===== src/rtl/ca_cfar_detector.sv =====
// Cell-averaging CFAR detector: a sliding window over range-cell power with incrementally
// maintained lead/lag reference sums. Each result appears a fixed three clocks after its sample.
module ca_cfar_detector #(
    parameter int DW         = 25,
    parameter int NREF       = 16,
    parameter int LOG2_NREF  = 4,
    parameter int NGUARD     = 2,
    parameter int ALPHA_W    = 8,
    parameter int ALPHA_FRAC = 4,
    parameter int RANGE_W    = 12
) (
    input  logic                              clk,
    input  logic                              rst,
    input  logic                              prt_start,
    input  logic                              in_valid,
    input  logic [DW-1:0]                     in_pow,
    input  logic [ALPHA_W-1:0]                alpha,
    output logic                              out_valid,
    output logic [DW-1:0]                     out_pow,
    output logic [DW+ALPHA_W-ALPHA_FRAC-1:0]  out_thr,
    output logic                              out_det,
    output logic [RANGE_W-1:0]                out_range
);

    localparam int L      = 2*NREF + 2*NGUARD + 1;
    localparam int CUT    = NREF + NGUARD;
    localparam int LAG_IN = NREF + 2*NGUARD;
    localparam int SW     = DW + LOG2_NREF;
    localparam int TW     = DW + ALPHA_W - ALPHA_FRAC;
    localparam int PW     = DW + ALPHA_W;
    localparam int FW     = $clog2(L + 1);

    localparam logic [FW-1:0]      FILL_FULL = FW'(L);
    localparam logic [RANGE_W-1:0] RANGE_MAX = '1;

    // Stage 1: delay line, reference sums and counters
    logic [DW-1:0]      tap       [L];
    logic [DW-1:0]      tap_next  [L];
    logic [DW-1:0]      base_tap  [L];
    logic [SW-1:0]      lead, lead_next, base_lead;
    logic [SW-1:0]      lag, lag_next, base_lag;
    logic [FW-1:0]      fill_cnt, fill_next, base_fill;
    logic [RANGE_W-1:0] range_cnt, range_next, base_range;
    logic               window_full;
    logic               v1;
    logic [ALPHA_W-1:0] alpha1;
    logic [RANGE_W-1:0] range1;

    // Stage 2: noise estimate and CUT
    logic [SW:0]        ref_total;
    logic               v2;
    logic [DW-1:0]      noise2;
    logic [DW-1:0]      cut2;
    logic [ALPHA_W-1:0] alpha2;
    logic [RANGE_W-1:0] range2;

    // Stage 3: scaled threshold
    logic [PW-1:0]      product;
    logic               v3;
    logic [TW-1:0]      thr3;
    logic [DW-1:0]      pow3;
    logic [RANGE_W-1:0] range3;

    // prt_start clears first, so a sample in the same cycle lands in an empty window as range 0.
    always_comb begin
        // NOTE: every signal driven here gets a default before any condition, so no latch is inferred.
        for (int i = 0; i < L; i++) begin
            base_tap[i] = prt_start ? '0 : tap[i];
        end
        base_lead  = prt_start ? '0 : lead;
        base_lag   = prt_start ? '0 : lag;
        base_fill  = prt_start ? '0 : fill_cnt;
        base_range = prt_start ? '0 : range_cnt;

        tap_next    = base_tap;
        lead_next   = base_lead;
        lag_next    = base_lag;
        fill_next   = base_fill;
        range_next  = base_range;
        window_full = 1'b0;

        if (in_valid) begin
            tap_next[0] = in_pow;
            for (int i = 1; i < L; i++) begin
                tap_next[i] = base_tap[i-1];
            end
            lead_next   = base_lead + SW'(in_pow) - SW'(base_tap[NREF-1]);
            lag_next    = base_lag + SW'(base_tap[LAG_IN]) - SW'(base_tap[L-1]);
            fill_next   = (base_fill == FILL_FULL) ? FILL_FULL : base_fill + FW'(1);
            range_next  = (base_range == RANGE_MAX) ? RANGE_MAX : base_range + RANGE_W'(1);
            window_full = (fill_next == FILL_FULL);
        end
    end

    assign ref_total = {1'b0, lead} + {1'b0, lag};
    assign product   = PW'(noise2) * PW'(alpha2);

    // The product is registered ahead of the compare so the multiplier has a cycle to itself.
    always_ff @(posedge clk) begin
        if (!rst) begin
            // NOTE: the delay line is reset along with the sums; the incremental sums are only
            // correct while they agree with the taps they subtract.
            for (int i = 0; i < L; i++) begin
                tap[i] <= '0;
            end
            lead      <= '0;
            lag       <= '0;
            fill_cnt  <= '0;
            range_cnt <= '0;
            v1        <= 1'b0;
            alpha1    <= '0;
            range1    <= '0;
            v2        <= 1'b0;
            noise2    <= '0;
            cut2      <= '0;
            alpha2    <= '0;
            range2    <= '0;
            v3        <= 1'b0;
            thr3      <= '0;
            pow3      <= '0;
            range3    <= '0;
            out_valid <= 1'b0;
            out_pow   <= '0;
            out_thr   <= '0;
            out_det   <= 1'b0;
            out_range <= '0;
        end else begin
            // NOTE: non-blocking assignments, so every stage samples the previous cycle's state.
            tap       <= tap_next;
            lead      <= lead_next;
            lag       <= lag_next;
            fill_cnt  <= fill_next;
            range_cnt <= range_next;
            v1        <= window_full;
            if (in_valid) begin
                alpha1 <= alpha;
                range1 <= base_range - RANGE_W'(CUT);
            end

            v2 <= v1;
            if (v1) begin
                noise2 <= ref_total[LOG2_NREF+1 +: DW];
                cut2   <= tap[CUT];
                alpha2 <= alpha1;
                range2 <= range1;
            end

            v3 <= v2;
            if (v2) begin
                thr3   <= product[ALPHA_FRAC +: TW];
                pow3   <= cut2;
                range3 <= range2;
            end

            out_valid <= v3;
            if (v3) begin
                out_pow   <= pow3;
                out_thr   <= thr3;
                out_det   <= {{(TW-DW){1'b0}}, pow3} > thr3;
                out_range <= range3;
            end
        end
    end

endmodule


===== config.mk =====
export PLATFORM = sky130hd
export DESIGN_NAME = ca_cfar_detector
export DESIGN_NICKNAME = d
export VERILOG_FILES = /design/src/rtl/ca_cfar_detector.sv
export SDC_FILE = /design/constraint.sdc
export NUM_CORES = 2
export LEC_CHECK = 0
export BUFFER_PORTS_ARGS = -buffer_cell sky130_fd_sc_hd__buf_2
export CAP_MARGIN = 20
export CELL_PAD_IN_SITES_DETAIL_PLACEMENT = 0
export CELL_PAD_IN_SITES_GLOBAL_PLACEMENT = 2
export CORE_ASPECT_RATIO = 0.8
export CORE_MARGIN = 4
export CORE_UTILIZATION = 37
export CTS_CLUSTER_DIAMETER = 80
export DETAILED_ROUTE_END_ITERATION = 8
export MAX_ROUTING_LAYER = met4
export PLACE_DENSITY_LB_ADDON = 0.1
export SETUP_SLACK_MARGIN = 0.4
export SYNTH_ARGS = -nofsm -noshare
export SYNTH_HDL_FRONTEND = slang
export SYNTH_SLANG_ARGS = --single-unit

===== constraint.sdc =====
create_clock -name clk -period 4.7 [get_ports clk]
set_input_delay 0.47 -clock clk [delete_from_list [all_inputs] [get_ports clk]]
set_output_delay 0.47 -clock clk [all_outputs]
set_load 0.02 [all_outputs]

-- Word-level counts from Yosys, hierarchy flattened
Index checks and enable logic that the tools add are counted.
- $add $sub $neg: 8
- multiply operators: 1
- div/mod/pow operators: 0
- $lt $le $gt $ge: 1
- equal/unequal tests: 3
- shift-type cells: 0
- muxes and demuxes: 48
- bitwise operators: 0
- reduce and logical (&&, ||, !) cells: 1
- operators by type and width (kind ; number):
    $mux 25 ; 37
    $mux 925 ; 1
    $mux 29 ; 4
    $add 29x25->29 ; 2
    $sub 29x25->29 ; 2
    $mux 12 ; 3
    $mul 25x8->33 ; 1
    $add 29x29->30 ; 1
    $gt 25x29->1 ; 1
    $mux 6 ; 3
    $add 12x1->12 const B ; 1
    $eq 12x12->1 const B ; 1
    $eq 6x6->1 const B ; 2
    $sub 12x5->12 const B ; 1
    $add 6x1->6 const B ; 1
    $reduce_and 2->1 ; 1
- register bits: 1228
- bits in latches: 0
- memory bits (writable): 0
- bits in read-only memories: 0
- bits of input ports: 37
- output and inout bits: 68
- logic and storage cells: 120
- memories kept: 0

-- Depth between registers and ports, before layout
- depth after elaboration: 4
- gate-level depth with buffers: 21
- gate-level depth less buffers: 20

-- Least setup slack after synthesis
OpenSTA, ideal clock, no wires.
- path type: reg-to-reg
- start: reg alpha2[3]
- end: reg thr3[23]
- setup time: 0.086 ns
- data arrival time: 4.968 ns
- data required time: 4.614 ns
- setup slack: -0.353 ns
- cell stages (with the launch flop): 20
- buffers on the path: 1
- clock period less this slack: 5.053 ns
- path through: dfxtp_1 -> clkbuf_1 -> and2_1 -> fa_1 -> fa_1 -> fa_1 -> inv_1 -> fa_1 -> inv_1 -> ha_1 -> a21o_1 -> a21oi_1 -> o21bai_1 -> a2111o_1 -> a2111o_1 -> a31oi_2 -> o31ai_1 -> a21oi_2 -> xor2_1 -> a211oi_1
- word-level cells in the longest chain between the ends: 1
- ends and longest elaborated chain (item ; RTL line ; text):
    start: declaration ; 54 ; logic [ALPHA_W-1:0] alpha2;
    start signal: assignment ; 144 ; alpha2 <= alpha1;
    $mul 25x8->33 ; 96 ; assign product = PW'(noise2) * PW'(alpha2);
    end signal: assignment ; 150 ; thr3 <= product[ALPHA_FRAC +: TW];
    end: declaration ; 60 ; logic [TW-1:0] thr3;
No other way between the ends.
A chain may end at the register's enable or synchronous reset.

-- Worst setup path in the final report
- start: reg noise2[10]
- end: reg thr3[17]
- word-level cells in the longest chain between the ends: 1
- ends and longest elaborated chain (item ; RTL line ; text):
    start: declaration ; 52 ; logic [DW-1:0] noise2;
    start signal: assignment ; 142 ; noise2 <= ref_total[LOG2_NREF+1 +: DW];
    $mul 25x8->33 ; 96 ;
No other way between the ends.

==> metrics.txt <==
status finished with violations; failing checks setup timing; Overall Global Routing Usage 17.4%; CTS HTree Levels 4; Detailed Routing Iterations Pass 1 5; DRC viols 0; maximum vdd drop 0.000261 V; Layout Area Growth over Synthesis 16.0%; Slew HR 29.7%; Switching Share 23.6%; EDFF count, synth 0; Final Max Tran Viols 0; routed wire length 135000 um; Layout Skew 0.0231 ns; via/cell ratio 4.74; PD cells 351 nW/um^2; register area share after synthesis 43.9%; std cell rows 127; worst hold-check path type primary input to flip-flop; Synth Register Bits 1228; Routed wire per std cell 16.8 um; cts bufs inserted 137; Avg Inst Size Synth 9.69 sq um; setup TNS -2.04 ns; met3 wire len 4630 um; final worst slack -0.258 ns; layout cells sized above 1 10.7%; clock network power share 47.3%; Post-Layout Cell Count 8012; Gate Count Post-Synth 5781; Main synth FF type dfxtp_1; CP Data Arrival Time 5.57 ns; Seq pwr share 46.2%; final core utilization 43.3%; Routed Antenna Nets 0; Sw Pwr 5.38 mW; critical path type flip-flop to flip-flop; top sig layer met4; Worst-Margin Slew 1.05 ns; Inst Count DP 7725; R2R depth 20; Synth cell types 79; Fin. Hold Viols 0; metal2 WL 55900 um; Final min period 4.96 ns; vias in the first global route 36.6k; Mapped Area 56000 sq um; crit end category flip-flop; initial antenna violation count 9; Max Freq 202 MHz; Mapped Nets 6172; Clock Latency Late Sink 0.76 ns; CTS clock-pin slew for the worst setup and hold paths 0.06 ns; CP startpoint kind flip-flop; routability-driven placement congestion ratio 0.823; Layout Nets 6300; crit share post-route 105%; Leak Pwr 28.1 nW; Root Buffer clkbuf_16; Pint 17.4 mW; Worst EP required 5.31 ns; RSZ-0062 raised after global routing true; Comb pwr share 6.5%; final instance area 65000 sq um; # setup viols final 10; gr ovfl total 0; vias 38.0k; first-pass GRT wire length 215000 um; starting density of the core 37.3%; clk sinks 1228; Area after DPL 59600 sq um; die area 158000 sq um; asr flop ratio synth 0%; Die Span Y 356 um; Detailed Route Iter0 Violations 2165; die width 443 um; max-cap viol count 0; post-DP HPWL 93300 um; met1 WL 72100 um; Port Buffer Count 104; crit-path max FO 7; CORE AREA 150000 sq um; largest net degree at the start of global routing 143; Ports 105; Syn. warnings 0; CTS max path bufs 3; CTS tree done; hold path depth 3
## routing by layer
layer / vias up / GRT usage, %
li1: 19500 / -
met1: 17800 / 25.7
met2: 456 / 24.9
met3: 160 / 2.78
met4: 0 / 4.25
met5: - / -
## path summary, 6_finish.rpt
path	startpoint	to	slack (ns)
setup / recovery	noise2[10]	thr3[17]	-0.26
hold / removal	in_pow[13]	tap[913]	0.07
setup reg to reg	noise2[10]	thr3[17]	-0.26
hold reg to reg	tap[191]	tap[166]	0.48
## repair_timing
action	in CTS	in global routing
resized for setup	59	56
pin swaps	44	42
endpoints found under the hold margin	24	0
endpoints found under the setup margin	20	27
setup buffers	10	10
hold buffers	24	0
## logic make-up after synthesis
family	after synthesis	synth area share, %
AO/OA/AOI/OAI	456	5.45
XOR/XNOR	97	1.52
adder cells (fa/ha/maj)	354	10.4
buffers and inverters	653	4.38
flip-flops	1228	43.9
multiplexers	1095	19.6
AND/OR/NAND/NOR	1898	14.8
## through the flow
stage	hold slack [ns]	setup slack, ns	total power [mW]
3_3_place_gp	0.469	-0.331	12.3
5_1_grt	0.0354	-0.447	23.9
3_5_place_dp	0.475	-0.352	12.2
2_1_floorplan	0.452	-0.0620	11.8
4_1_cts	0.00505	-0.240	23.3
6_report	0.0671	-0.258	22.8
## layout make-up
cell class	count	area, sq um
sequential	1228	24600
clock buffer	192	3980
antenna	2	5.00
inverter	318	1200
clock inverter	49	606
tap	1999	2500
timing repair buffer	324	2620
multi-input combinational	3900	29400
fill	14800	85200
## power by group through the flow
stage	clock network [mW]	logic, mW	registers, mW
after detailed placement	0	1.47	10.8
after floorplan	0	1.08	10.7
after CTS	11.3	1.49	10.5
after global placement	0	1.47	10.8
after global routing	11.7	1.63	10.5
final	10.8	1.47	10.5
## worst max-delay path, stage by stage (launching register included)
cell      delay, ns
dfxtp_4        0.37
and2_4         0.16
fa_1           0.56
fa_1           0.44
fa_1           0.52
inv_2          0.04
fa_1           0.49
inv_2          0.05
ha_4           0.21
a21o_1         0.16
a21oi_2        0.12
o21bai_1       0.09
a2111o_1       0.42
a2111o_1       0.33
a31oi_4        0.28
buf_4          0.16
buf_6          0.08
buf_6          0.08
xnor2_2        0.05
mux2i_1        0.12
nor2_1         0.05
## cell usage after synthesis, types with 15 or more instances
cell	n	area [sq um]
and2_1	159	995
inv_1	317	1190
nor2_1	1289	4840
nand2_1	125	469
nand3_1	54	270
a31oi_1	15	93.8
clkbuf_1	237	890
ha_1	166	2080
a22oi_1	26	195
nand4_1	25	156
buf_1	96	360
mux2i_1	1092	10900
xor2_1	36	315
nor3_1	17	85.1
o21ai_0	58	290
nor2b_1	69	432
fa_1	188	3760
o21bai_1	16	120
o21a_1	19	143
dfxtp_1	1228	24600
nand2b_1	105	657
a21o_1	56	420
o22ai_1	19	119
a211oi_1	20	150
a21oi_1	140	701
xnor2_1	61	534
## layout by cell type (no fill, tap or decap), types with 16 or more instances in the layout
cell type	Yosys	routed
a211oi_1	20	20
a21o_1	56	56
a21oi_1	140	129
a22oi_1	26	26
and2_1	159	151
buf_12	0	25
buf_2	2	103
buf_4	0	155
buf_6	0	16
clkbuf_1	237	23
clkbuf_16	0	139
clkbuf_8	0	30
clkinv_2	0	23
dfxtp_1	1228	1208
dlygate4sd3_1	0	24
fa_1	188	183
ha_1	166	156
inv_1	317	309
mux2i_1	1092	1092
nand2_1	125	122
nand2b_1	105	103
nand3_1	54	54
nand4_1	25	25
nor2_1	1289	1284
nor2b_1	69	68
nor3_1	17	16
o21a_1	19	18
o21ai_0	58	52
o21bai_1	16	16
o22ai_1	19	19
xnor2_1	61	53
xor2_1	36	36
## sequential cells by signal, summed over array words and instances, names as in the netlist, 25 cells and up
signal   cells
lag         29
noise2      25
out_thr     29
tap        925
pow3        25
thr3        29
cut2        25
lead        29
out_pow     25
No activity file was read; power rests on OpenSTA's default activity.
